--- src/rtl/regfile_pkg.sv ---
// Shared constants and the predecoded address bundle for the 64x24 4R/2W regfile front end.
package regfile_pkg;

    localparam int RF_DEPTH = 64;
    localparam int RF_AW    = 6;
    localparam int RF_DW    = 24;
    localparam int RF_NRD   = 4;
    localparam int RF_NWR   = 2;
    localparam int PREDEC_W = 12;

    // One-hot predecoded address groups, in array port order (c_na0 is the MSB).
    typedef struct packed {
        logic c_na0;
        logic c_a0;
        logic na1_na2;
        logic na1_a2;
        logic a1_na2;
        logic a1_a2;
        logic na3;
        logic a3;
        logic na4_na5;
        logic na4_a5;
        logic a4_na5;
        logic a4_a5;
    } predec_t;

endpackage

--- src/rtl/regfile_predec.sv ---
// Binary-to-predecoded address converter for one array port; all terms low when the port is idle.
module regfile_predec
    import regfile_pkg::*;
(
    input  logic             v,
    input  logic [0:RF_AW-1] adr,
    output predec_t          pd
);

    // The a0 pair doubles as the port enable, so an idle port drives every term low.
    always_comb begin
        pd = '0;
        if (v) begin
            pd.c_na0   = ~adr[0];
            pd.c_a0    =  adr[0];
            pd.na1_na2 = ~adr[1] & ~adr[2];
            pd.na1_a2  = ~adr[1] &  adr[2];
            pd.a1_na2  =  adr[1] & ~adr[2];
            pd.a1_a2   =  adr[1] &  adr[2];
            pd.na3     = ~adr[3];
            pd.a3      =  adr[3];
            pd.na4_na5 = ~adr[4] & ~adr[5];
            pd.na4_a5  = ~adr[4] &  adr[5];
            pd.a4_na5  =  adr[4] & ~adr[5];
            pd.a4_a5   =  adr[4] &  adr[5];
        end
    end

endmodule

--- src/rtl/regfile_4r2w_64x24_ctl.sv ---
// Port scheduler for the 64x24 4R/2W regfile: registers requests, predecodes them onto the array,
// drops the losing write of a same-address write pair and forwards in-flight write data to reads.
module regfile_4r2w_64x24_ctl
    import regfile_pkg::*;
#(
    parameter bit BYPASS_EN = 1'b1,
    parameter int CNT_W     = 8
) (
    input  logic             clk,
    input  logic             rst,
    input  logic             rd0_v, rd1_v, rd2_v, rd3_v,
    input  logic [0:RF_AW-1] rd0_adr, rd1_adr, rd2_adr, rd3_adr,
    output logic             rd0_dat_v, rd1_dat_v, rd2_dat_v, rd3_dat_v,
    output logic [0:RF_DW-1] rd0_dat, rd1_dat, rd2_dat, rd3_dat,
    input  logic             wr0_v, wr1_v,
    input  logic [0:RF_AW-1] wr0_adr, wr1_adr,
    input  logic [0:RF_DW-1] wr0_dat, wr1_dat,
    output logic arr_rd0_c_na0, arr_rd0_c_a0, arr_rd0_na1_na2, arr_rd0_na1_a2, arr_rd0_a1_na2, arr_rd0_a1_a2,
    output logic arr_rd0_na3, arr_rd0_a3, arr_rd0_na4_na5, arr_rd0_na4_a5, arr_rd0_a4_na5, arr_rd0_a4_a5,
    output logic arr_rd1_c_na0, arr_rd1_c_a0, arr_rd1_na1_na2, arr_rd1_na1_a2, arr_rd1_a1_na2, arr_rd1_a1_a2,
    output logic arr_rd1_na3, arr_rd1_a3, arr_rd1_na4_na5, arr_rd1_na4_a5, arr_rd1_a4_na5, arr_rd1_a4_a5,
    output logic arr_rd2_c_na0, arr_rd2_c_a0, arr_rd2_na1_na2, arr_rd2_na1_a2, arr_rd2_a1_na2, arr_rd2_a1_a2,
    output logic arr_rd2_na3, arr_rd2_a3, arr_rd2_na4_na5, arr_rd2_na4_a5, arr_rd2_a4_na5, arr_rd2_a4_a5,
    output logic arr_rd3_c_na0, arr_rd3_c_a0, arr_rd3_na1_na2, arr_rd3_na1_a2, arr_rd3_a1_na2, arr_rd3_a1_a2,
    output logic arr_rd3_na3, arr_rd3_a3, arr_rd3_na4_na5, arr_rd3_na4_a5, arr_rd3_a4_na5, arr_rd3_a4_a5,
    input  logic [0:RF_DW-1] arr_rd0_dat, arr_rd1_dat, arr_rd2_dat, arr_rd3_dat,
    output logic arr_wr0_c_na0, arr_wr0_c_a0, arr_wr0_na1_na2, arr_wr0_na1_a2, arr_wr0_a1_na2, arr_wr0_a1_a2,
    output logic arr_wr0_na3, arr_wr0_a3, arr_wr0_na4_na5, arr_wr0_na4_a5, arr_wr0_a4_na5, arr_wr0_a4_a5,
    output logic arr_wr1_c_na0, arr_wr1_c_a0, arr_wr1_na1_na2, arr_wr1_na1_a2, arr_wr1_a1_na2, arr_wr1_a1_a2,
    output logic arr_wr1_na3, arr_wr1_a3, arr_wr1_na4_na5, arr_wr1_na4_a5, arr_wr1_a4_na5, arr_wr1_a4_a5,
    output logic [0:RF_DW-1] arr_wr0_dat, arr_wr1_dat,
    output logic             wr_coll,
    output logic [CNT_W-1:0] wr_coll_cnt
);

    logic             rd_v_i   [RF_NRD];
    logic [0:RF_AW-1] rd_adr_i [RF_NRD];
    logic [0:RF_DW-1] arr_rd_i [RF_NRD];
    logic             wr_v_i   [RF_NWR];
    logic [0:RF_AW-1] wr_adr_i [RF_NWR];
    logic [0:RF_DW-1] wr_dat_i [RF_NWR];

    logic             rd_v_q   [RF_NRD];
    logic [0:RF_AW-1] rd_adr_q [RF_NRD];
    logic             wr_v_q   [RF_NWR];
    logic [0:RF_AW-1] wr_adr_q [RF_NWR];
    logic [0:RF_DW-1] wr_dat_q [RF_NWR];
    logic [0:RF_DW-1] rd_dat_o [RF_NRD];

    predec_t rd_pd [RF_NRD];
    predec_t wr_pd [RF_NWR];
    logic    coll;

    assign rd_v_i[0] = rd0_v;     assign rd_v_i[1] = rd1_v;     assign rd_v_i[2] = rd2_v;     assign rd_v_i[3] = rd3_v;
    assign rd_adr_i[0] = rd0_adr; assign rd_adr_i[1] = rd1_adr; assign rd_adr_i[2] = rd2_adr; assign rd_adr_i[3] = rd3_adr;
    assign arr_rd_i[0] = arr_rd0_dat; assign arr_rd_i[1] = arr_rd1_dat;
    assign arr_rd_i[2] = arr_rd2_dat; assign arr_rd_i[3] = arr_rd3_dat;
    assign wr_v_i[0] = wr0_v;     assign wr_v_i[1] = wr1_v;
    assign wr_adr_i[0] = wr0_adr; assign wr_adr_i[1] = wr1_adr;
    assign wr_dat_i[0] = wr0_dat; assign wr_dat_i[1] = wr1_dat;

    // Both writes to the same address: wr1 wins and wr0 is dropped before it reaches the array.
    assign coll = wr_v_i[0] & wr_v_i[1] & (wr_adr_i[0] == wr_adr_i[1]);

    // Request capture stage plus the collision pulse and its saturating counter.
    always_ff @(posedge clk or posedge rst) begin
        if (rst) begin
            for (int i = 0; i < RF_NRD; i++) begin
                rd_v_q[i]   <= 1'b0;
                rd_adr_q[i] <= '0;
            end
            for (int j = 0; j < RF_NWR; j++) begin
                wr_v_q[j]   <= 1'b0;
                wr_adr_q[j] <= '0;
                wr_dat_q[j] <= '0;
            end
            wr_coll     <= 1'b0;
            wr_coll_cnt <= '0;
        end else begin
            for (int i = 0; i < RF_NRD; i++) begin
                rd_v_q[i]   <= rd_v_i[i];
                rd_adr_q[i] <= rd_adr_i[i];
            end
            for (int j = 0; j < RF_NWR; j++) begin
                wr_adr_q[j] <= wr_adr_i[j];
                wr_dat_q[j] <= wr_dat_i[j];
            end
            wr_v_q[0] <= wr_v_i[0] & ~coll;
            wr_v_q[1] <= wr_v_i[1];
            wr_coll   <= coll;
            if (coll && (wr_coll_cnt != {CNT_W{1'b1}})) begin
                wr_coll_cnt <= wr_coll_cnt + CNT_W'(1);
            end
        end
    end

    for (genvar i = 0; i < RF_NRD; i++) begin : g_rd_pd
        regfile_predec u_pd (.v(rd_v_q[i]), .adr(rd_adr_q[i]), .pd(rd_pd[i]));
    end
    for (genvar j = 0; j < RF_NWR; j++) begin : g_wr_pd
        regfile_predec u_pd (.v(wr_v_q[j]), .adr(wr_adr_q[j]), .pd(wr_pd[j]));
    end

    // Read data mux: in-flight write data overrides the array, wr1 checked last so it takes priority.
    always_comb begin
        for (int i = 0; i < RF_NRD; i++) begin
            rd_dat_o[i] = arr_rd_i[i];
            if (BYPASS_EN && rd_v_q[i]) begin
                if (wr_v_q[0] && (wr_adr_q[0] == rd_adr_q[i])) rd_dat_o[i] = wr_dat_q[0];
                if (wr_v_q[1] && (wr_adr_q[1] == rd_adr_q[i])) rd_dat_o[i] = wr_dat_q[1];
            end
        end
    end

    assign rd0_dat_v = rd_v_q[0]; assign rd1_dat_v = rd_v_q[1]; assign rd2_dat_v = rd_v_q[2]; assign rd3_dat_v = rd_v_q[3];
    assign rd0_dat = rd_dat_o[0]; assign rd1_dat = rd_dat_o[1]; assign rd2_dat = rd_dat_o[2]; assign rd3_dat = rd_dat_o[3];
    assign arr_wr0_dat = wr_dat_q[0];
    assign arr_wr1_dat = wr_dat_q[1];

    assign {arr_rd0_c_na0, arr_rd0_c_a0, arr_rd0_na1_na2, arr_rd0_na1_a2, arr_rd0_a1_na2, arr_rd0_a1_a2,
            arr_rd0_na3, arr_rd0_a3, arr_rd0_na4_na5, arr_rd0_na4_a5, arr_rd0_a4_na5, arr_rd0_a4_a5} = rd_pd[0];
    assign {arr_rd1_c_na0, arr_rd1_c_a0, arr_rd1_na1_na2, arr_rd1_na1_a2, arr_rd1_a1_na2, arr_rd1_a1_a2,
            arr_rd1_na3, arr_rd1_a3, arr_rd1_na4_na5, arr_rd1_na4_a5, arr_rd1_a4_na5, arr_rd1_a4_a5} = rd_pd[1];
    assign {arr_rd2_c_na0, arr_rd2_c_a0, arr_rd2_na1_na2, arr_rd2_na1_a2, arr_rd2_a1_na2, arr_rd2_a1_a2,
            arr_rd2_na3, arr_rd2_a3, arr_rd2_na4_na5, arr_rd2_na4_a5, arr_rd2_a4_na5, arr_rd2_a4_a5} = rd_pd[2];
    assign {arr_rd3_c_na0, arr_rd3_c_a0, arr_rd3_na1_na2, arr_rd3_na1_a2, arr_rd3_a1_na2, arr_rd3_a1_a2,
            arr_rd3_na3, arr_rd3_a3, arr_rd3_na4_na5, arr_rd3_na4_a5, arr_rd3_a4_na5, arr_rd3_a4_a5} = rd_pd[3];
    assign {arr_wr0_c_na0, arr_wr0_c_a0, arr_wr0_na1_na2, arr_wr0_na1_a2, arr_wr0_a1_na2, arr_wr0_a1_a2,
            arr_wr0_na3, arr_wr0_a3, arr_wr0_na4_na5, arr_wr0_na4_a5, arr_wr0_a4_na5, arr_wr0_a4_a5} = wr_pd[0];
    assign {arr_wr1_c_na0, arr_wr1_c_a0, arr_wr1_na1_na2, arr_wr1_na1_a2, arr_wr1_a1_na2, arr_wr1_a1_a2,
            arr_wr1_na3, arr_wr1_a3, arr_wr1_na4_na5, arr_wr1_na4_a5, arr_wr1_a4_na5, arr_wr1_a4_a5} = wr_pd[1];

endmodule

--- config.mk ---
export PLATFORM = sky130hd
export DESIGN_NAME = regfile_4r2w_64x24_ctl
export DESIGN_NICKNAME = d
export VERILOG_FILES = /design/src/rtl/regfile_pkg.sv /design/src/rtl/regfile_predec.sv /design/src/rtl/regfile_4r2w_64x24_ctl.sv
export SDC_FILE = /design/constraint.sdc
export NUM_CORES = 1
export LEC_CHECK = 0
export ABC_AREA = 1
export BUFFER_PORTS_ARGS = -buffer_cell sky130_fd_sc_hd__buf_2
export CAP_MARGIN = 20
export CORE_AREA = 2 2 162 164
export DETAILED_ROUTE_END_ITERATION = 6
export DIE_AREA = 0 0 164 166
export GPL_ROUTABILITY_DRIVEN = 0
export MAX_ROUTING_LAYER = met4
export SETUP_SLACK_MARGIN = 0.05
export SYNTH_ARGS = -nofsm -noshare
export SYNTH_HDL_FRONTEND = slang
export SYNTH_SLANG_ARGS = --single-unit
--- constraint.sdc ---
create_clock -name clk -period 5.6 [get_ports clk]
set_input_delay 1.12 -clock clk [delete_from_list [all_inputs] [get_ports clk]]
set_output_delay 1.12 -clock clk [all_outputs]
set_load 0.01 [all_outputs]
==> results of run 1 <==
-- placed cells by master, fill, tap and decap left out --
master / netlist / routed
nand2_1: 585 / 585
buf_2: 47 / 416
inv_1: 333 / 332
nand3_1: 171 / 171
dfrtp_1: 99 / 99
nand4_1: 74 / 74
nor3_1: 45 / 45
nor2_1: 23 / 23
buf_4: 3 / 18
inv_2: 12 / 12
nor2_2: 11 / 11
o21ai_0: 9 / 9
clkbuf_16: 0 / 9
nand2_2: 7 / 7
xor2_1: 6 / 6
nor2_4: 5 / 5
xnor2_1: 5 / 5
clkinv_1: 4 / 4
nor3_4: 1 / 3
o21ai_1: 2 / 2
or2_2: 2 / 2
clkinv_4: 0 / 2
inv_6: 0 / 2
nand2_4: 1 / 1
a21oi_1: 1 / 1
o22ai_1: 1 / 1
inv_4: 0 / 1
nand3b_1: 1 / 1
ha_1: 1 / 1
clkbuf_8: 0 / 1
clkinvlp_4: 0 / 1
inv_8: 0 / 1
buf_16: 0 / 1
-- cell families (layout without fill, tap and decap cells) --
logic type,after synthesis,in the layout
compound gates,13,13
xor+xnor,11,11
fa+ha+maj,1,1
buf+inv,422,800
flops,99,99
simple gates,928,928
-- final cells by class --
type / count / area (sq um) / area share
multi-input combinational: 953 / 4250 / 0.387
sequential: 99 / 2480 / 0.225
timing repair buffer: 435 / 2240 / 0.204
inverter: 349 / 1310 / 0.119
tap: 335 / 419 / 0.0381
clock buffer: 10 / 239 / 0.0217
clock inverter: 6 / 53.8 / 0.00489
-- report_power, final --
part / internal [mW] / total, mW / switching, mW / leakage (nW)
clock network: 0.323 / 0.656 / 0.332 / 0.142
logic: 0.199 / 0.567 / 0.367 / 6.25
registers: 0.750 / 0.812 / 0.0624 / 1.17
-- metal layers --
metal | part of all wire | wire, microns | vias up | GRT usage
li1 | - | - | 5156 | -
met1 | 0.42 | 16300 | 4768 | 0.371
met2 | 0.48 | 18500 | 550 | 0.472
met3 | 0.082 | 3180 | 55 | 0.0432
met4 | 0.021 | 831 | 0 | 0.0755
met5 | 0 | 0 | - | -
-- worst min-delay path, stage by stage (launching register included) --
cell     delay, ns
dfrtp_1       0.41
nand2_1       0.07
nand2_1       0.05
-- worst max-delay path by stage --
stage	endpoint	slack, ns	depth (start not counted)
global route	rd3_dat[11]	0.84	12
CTS	rd3_dat[12]	1.09	12
floorplan	arr_wr0_dat[0]	1.89	1
global placement	rd3_dat[0]	1.50	11
detailed placement	rd3_dat[2]	1.50	12
finish	rd3_dat[12]	1.07	12
-- flip-flops by register name (all words and copies together), names as in the netlist --
signal,count
arr_wr0_dat,24
arr_wr1_dat,24
rd_adr_q,24
wr_adr_q,12
wr_coll_cnt,8
wr_v_q,2
rd0_dat_v,1
rd1_dat_v,1
rd2_dat_v,1
rd3_dat_v,1
wr_coll,1
==> results_dict.tcl, run 1 <==
set metrics [dict create \
    power.total_mw 2.03 \
    grt_max_degree 62 \
    min_period_ns 4.53 \
    drv_slew 0 \
    postCtsHoldBufs 0 \
    clock_sinks 99 \
    dr.pass1.iters 7 \
    grt_pass1_wl_mm 57.6 \
    dieArea_sq_mm 0.0272 \
    cp_top_family "simple AND/OR/NAND/NOR gates" \
    place_area_sq_mm 0.0107 \
    synth_edf_count 0 \
    post-route-util 0.429 \
    synth_compound_gate_area_share 0.00787 \
    insertion_delay_ns 0.36 \
    antenna_found_initial 0 \
    r2r_start "wr_coll_cnt[0]" \
    cap_violations 0 \
    cts-root-buf "clkbuf_16" \
    clockBufferDepth 2 \
    tns_ns 0 \
    numCtsBuffers 9 \
    ys_seq_area_frac 0.294 \
    synth_largest_area_cell "dfrtp_1" \
    period_share 0.810 \
    synth_top_family_by_area "simple AND/OR/NAND/NOR gates" \
    muxShareOfSynthArea 0 \
    layoutNonFillerInstCount 2187 \
    ys_seq_elements 99 \
    cts_tree "yes" \
    relSlewSlack 0.325 \
    timing.final.ws_setup_ns 1.07 \
    hold_class "flip-flop to flip-flop" \
    grtUsageTotal 0.288 \
    endpoint_kind "output port" \
    grt_pass1_vias 9682 \
    synthSimpleGateAreaFrac 0.482 \
    regToRegEndpoint "wr_coll_cnt[1]" \
    p_leak_nw 7.57 \
    path_cells "inv_2, nand2_1, nand2_1, nand3_1, nor2_4, nand2_2, nand2_1, nand2_2, nand2_1, nand2_1, inv_1, buf_2" \
    drive_gt1_frac 0.266 \
    worst_pin_slew_ns 1.01 \
    std_cell_rows 59 \
    final_hold_viol_count 0 \
    dp.cells 2170 \
    status "complete, but fails checks" \
    die_h_microns 166 \
    n_antenna_cell 0 \
    ys_warn_count 0 \
    critPathBufInv 3 \
    viasPerCell 4.81 \
    fp.dieW_microns 164 \
    finClkSkew_ns 0.00883 \
    synth_top_cells_by_count "nand2_1 (585), inv_1 (333), nand3_1 (171)" \
    gr-total-overflow 0 \
    synth_fa_ha_area_frac 0.00148 \
    syn_to_final_growth_pct 30.5 \
    syn_avg_cell_area_sq_um 5.72 \
    path_max_fanout 25 \
    ctsHtreeMaxLevel 3 \
    clk_pin_slew_ns 0.08 \
    core_area_sq_mm 0.0256 \
    dp_slack_ns 1.50 \
    cpMostUsedCell "nand2_1" \
    cp_slowest_cell "nor2_4" \
    critical_path_class "flip-flop to output port" \
    violations "design-rule violations" \
    async_reset_ff_frac 1.00 \
    final_nets 2036 \
    wl_per_cell_microns 17.8 \
    postRouteAntennaNets 0 \
    drcViolationCount 3 \
    syn_area_sq_mm 0.00843 \
    crit_start "wr_adr_q[4]" \
    wirelength_mm 38.8 \
    hp-start "wr_coll_cnt[7]" \
    cts_resized 0 \
    rsz0062_at_grt "no" \
    io_buffer_count 416 \
    fin_area_sq_mm 0.0110 \
    yosysUniqueCellTypes 29 \
    r2r_cells 7 \
    syn_nets 1663 \
    io_pins 417 \
    cp.required_ns 4.48 \
    start_kind "flip-flop" \
    post_cts_buffers 0 \
    cpPeakStageDelay_ns 0.55 \
    hpwl_mm 28.3 \
    drt_iter0_markers 816 \
    setup_viol 0 \
    fmax_mhz 221 \
    reg2reg_slack_ns 3.83 \
    synth_area_leaders "dfrtp_1 (29%), nand2_1 (26%), inv_1 (15%)" \
    initial_core_util 0.329 \
    synth_most_common_cell "nand2_1" \
    synthFlopType "dfrtp_1" \
    vdd_drop_max_v 0.000114 \
    synth_top_area_frac 0.294 \
    n_fill_cell 2828 \
    finalHoldWorstSlack_ns 0.563 \
    min_to "wr_coll_cnt[7]" \
    synth-xor-area-share 0.0114 \
    cellPowerDensity_mw_per_mm2 185 \
    min_path_cells 2 \
    num_vias 10529 \
    synthCells 1474 \
    worstPathArrival_ns 3.41 \
]
No activity file was read; power rests on OpenSTA's default activity.
==> run 2: changes to the inputs <==
- ABC_AREA: 1 -> 0
- CORE_AREA: 2 2 162 164 -> 2 2 161 163
- DIE_AREA: 0 0 164 166 -> 0 0 163 165
- clock period: 5.6 -> 4.7 ns (I/O delays scaled with it)
==> results_dict.tcl, run 2 <==
set metrics [dict create \
    status "complete, no violations" \
    setup_viol 0 \
    final_cell_mix "buf_2 (416), dfrtp_1 (98), a221o_1 (72)" \
    synthSimpleGateAreaFrac 0.212 \
    antenna_found_initial 1 \
    path_max_fanout 24 \
    min_path_cells 1 \
    endpoint_kind "output port" \
    cellPowerDensity_mw_per_mm2 249 \
    syn_avg_cell_area_sq_um 9.68 \
    ys_seq_area_frac 0.426 \
    synthCells 600 \
    p_leak_nw 4.37 \
    cp.required_ns 3.76 \
    final_hold_viol_count 0 \
    io_buffer_count 416 \
    synth_most_common_cell "dfrtp_1" \
    syn_area_sq_mm 0.00581 \
    insertion_delay_ns 0.34 \
    clock_sinks 99 \
    start_kind "flip-flop" \
    wl_per_cell_microns 21.7 \
    cp_slowest_cell "dfrtp_1" \
    viasPerCell 4.93 \
    period_share 0.864 \
    wirelength_mm 28.7 \
    cts_tree "yes" \
    numCtsBuffers 9 \
    io_pins 417 \
    min_period_ns 4.06 \
    worst_pin_slew_ns 0.927 \
    ys_warn_count 0 \
    core_area_sq_mm 0.0250 \
    tns_ns 0 \
    cpPeakStageDelay_ns 0.60 \
    muxShareOfSynthArea 0.00194 \
    synth_area_leaders "dfrtp_1 (43%), a221o_1 (12%), and2_1 (6.6%)" \
    synth_edf_count 0 \
    r2r_cells 4 \
    drcViolationCount 0 \
    ys_seq_elements 99 \
    layout_commonest_cell "buf_2" \
    dp_slack_ns 0.997 \
    grt_max_degree 71 \
    async_reset_ff_frac 1.00 \
    fp.dieW_microns 163 \
    grt_pass1_vias 6389 \
    cpMostUsedCell "buf_4" \
    syn_to_final_growth_pct 46.4 \
    num_vias 6515 \
    std_cell_rows 58 \
    synth_top_family_by_area "simple AND/OR/NAND/NOR gates" \
    synth_fa_ha_area_frac 0.00215 \
    gr-total-overflow 0 \
    dieArea_sq_mm 0.0269 \
    cts-root-buf "clkbuf_16" \
    synth_top_area_frac 0.426 \
    yosysUniqueCellTypes 33 \
    fmax_mhz 246 \
    hold_class "flip-flop to flip-flop" \
    postCtsHoldBufs 0 \
    synthFlopType "dfrtp_1" \
    timing.final.ws_setup_ns 0.641 \
    drt_iter0_markers 379 \
    grt_pass1_wl_mm 40.6 \
    clockBufferDepth 2 \
    cts_resized 0 \
    ctsHtreeMaxLevel 3 \
    critical_path_class "flip-flop to output port" \
    worstPathArrival_ns 3.12 \
    clk_pin_slew_ns 0.07 \
    initial_core_util 0.232 \
    drv_slew 0 \
    final_nets 1176 \
    hpwl_mm 21.4 \
    cap_violations 0 \
    vdd_drop_max_v 0.000163 \
    postRouteAntennaNets 0 \
    die_h_microns 165 \
    synth_largest_area_cell "dfrtp_1" \
    synth_top_cells_by_count "dfrtp_1 (99), a221o_1 (72), and2_1 (61)" \
    drive_gt1_frac 0.460 \
    relSlewSlack 0.382 \
    dr.pass1.iters 5 \
    rsz0062_at_grt "no" \
    finClkSkew_ns 0.00202 \
    grtUsageTotal 0.212 \
    path_cells "inv_2, nor4_4, buf_4, and2_1, and4b_1, buf_4, a221o_1, buf_2" \
    synth-xor-area-share 0.0919 \
    syn_nets 789 \
    post_cts_buffers 0 \
    synth_compound_gate_area_share 0.199 \
]
==> run 2: cell count changes in the layout (fill, tap and decap cells not counted), moves of 36 or more <==
cell     previous run  this run
nand2_1           585        18
inv_1             332        39
nand3_1           171         8
a221o_1             0        72
and2_1              0        61
nand4_1            74        21
nor3_1             45         9
==> run 2: final timing paths <==
check	startpoint	slack, ns	endpoint
hold / removal	wr_coll_cnt[5]	0.52	wr_coll_cnt[5]
hold reg to reg	wr_coll_cnt[5]	0.52	wr_coll_cnt[5]
setup / recovery	wr_v_q[0]	0.64	rd2_dat[18]
setup reg to reg	wr_coll_cnt[0]	3.07	wr_coll_cnt[1]
min in group asynchronous	rst	0.77	rd_adr_q[8]
max in group asynchronous	rst	2.93	arr_wr0_dat[2]
==> run 2: worst max-delay path: cells and delay by family (launching register included) <==
family	cells	cell delay (ns)
AND/OR/NAND/NOR	3	0.96
buffers and inverters	4	0.84
flip-flops	1	0.60
AO/OA/AOI/OAI	1	0.34
==> run 2: kinds of logic (layout without fill, tap and decap cells) <==
family	count (synthesis)	after routing
AOI/OAI and AO/OA	139	139
buffers and inverters	95	486
xor gates and xnor gates	61	61
muxes	1	1
other	0	1
DFF	99	99
and+or+nand+nor	204	204
adders and majority gates	1	1
==> run 2: stage by stage <==
stage	area [sq um]	hold slack [ns]	std cells	power, mW	util
2_1_floorplan	5810	0.519	600	1.18	-
3_3_place_gp	8230	0.482	1306	1.44	0.329
3_5_place_dp	8230	0.499	1306	1.44	0.329
4_1_cts	8500	0.512	1321	2.15	0.340
5_1_grt	8510	0.547	1322	2.23	0.340
6_report	8510	0.516	1322	2.11	0.340
==> run 2: per-layer routing <==
metal | track usage | wire [microns] | vias to the layer above
li1 | - | - | 2958
met1 | 0.239 | 11000 | 3154
met4 | 0.0720 | 681 | 0
met2 | 0.375 | 14800 | 354
met3 | 0.0442 | 2180 | 49
met5 | - | 0 | -
==> run 2: report_power, final <==
part / switching (mW) / internal, mW / total [mW] / leakage [nW]
clock: 0.325 / 0.370 / 0.695 / 0.124
combinational: 0.215 / 0.211 / 0.426 / 3.07
sequential: 0.100 / 0.893 / 0.994 / 1.17
==> run 2: layout make-up <==
type,count,area (sq um)
inverters,41,156
fillers,2655,16500
multi-input cells,406,3000
clock inverters,4,27.5
diodes,1,2.50
clock buffers,11,243
repair buffers,430,2190
well taps,330,413
flip-flops and latches,99,2480
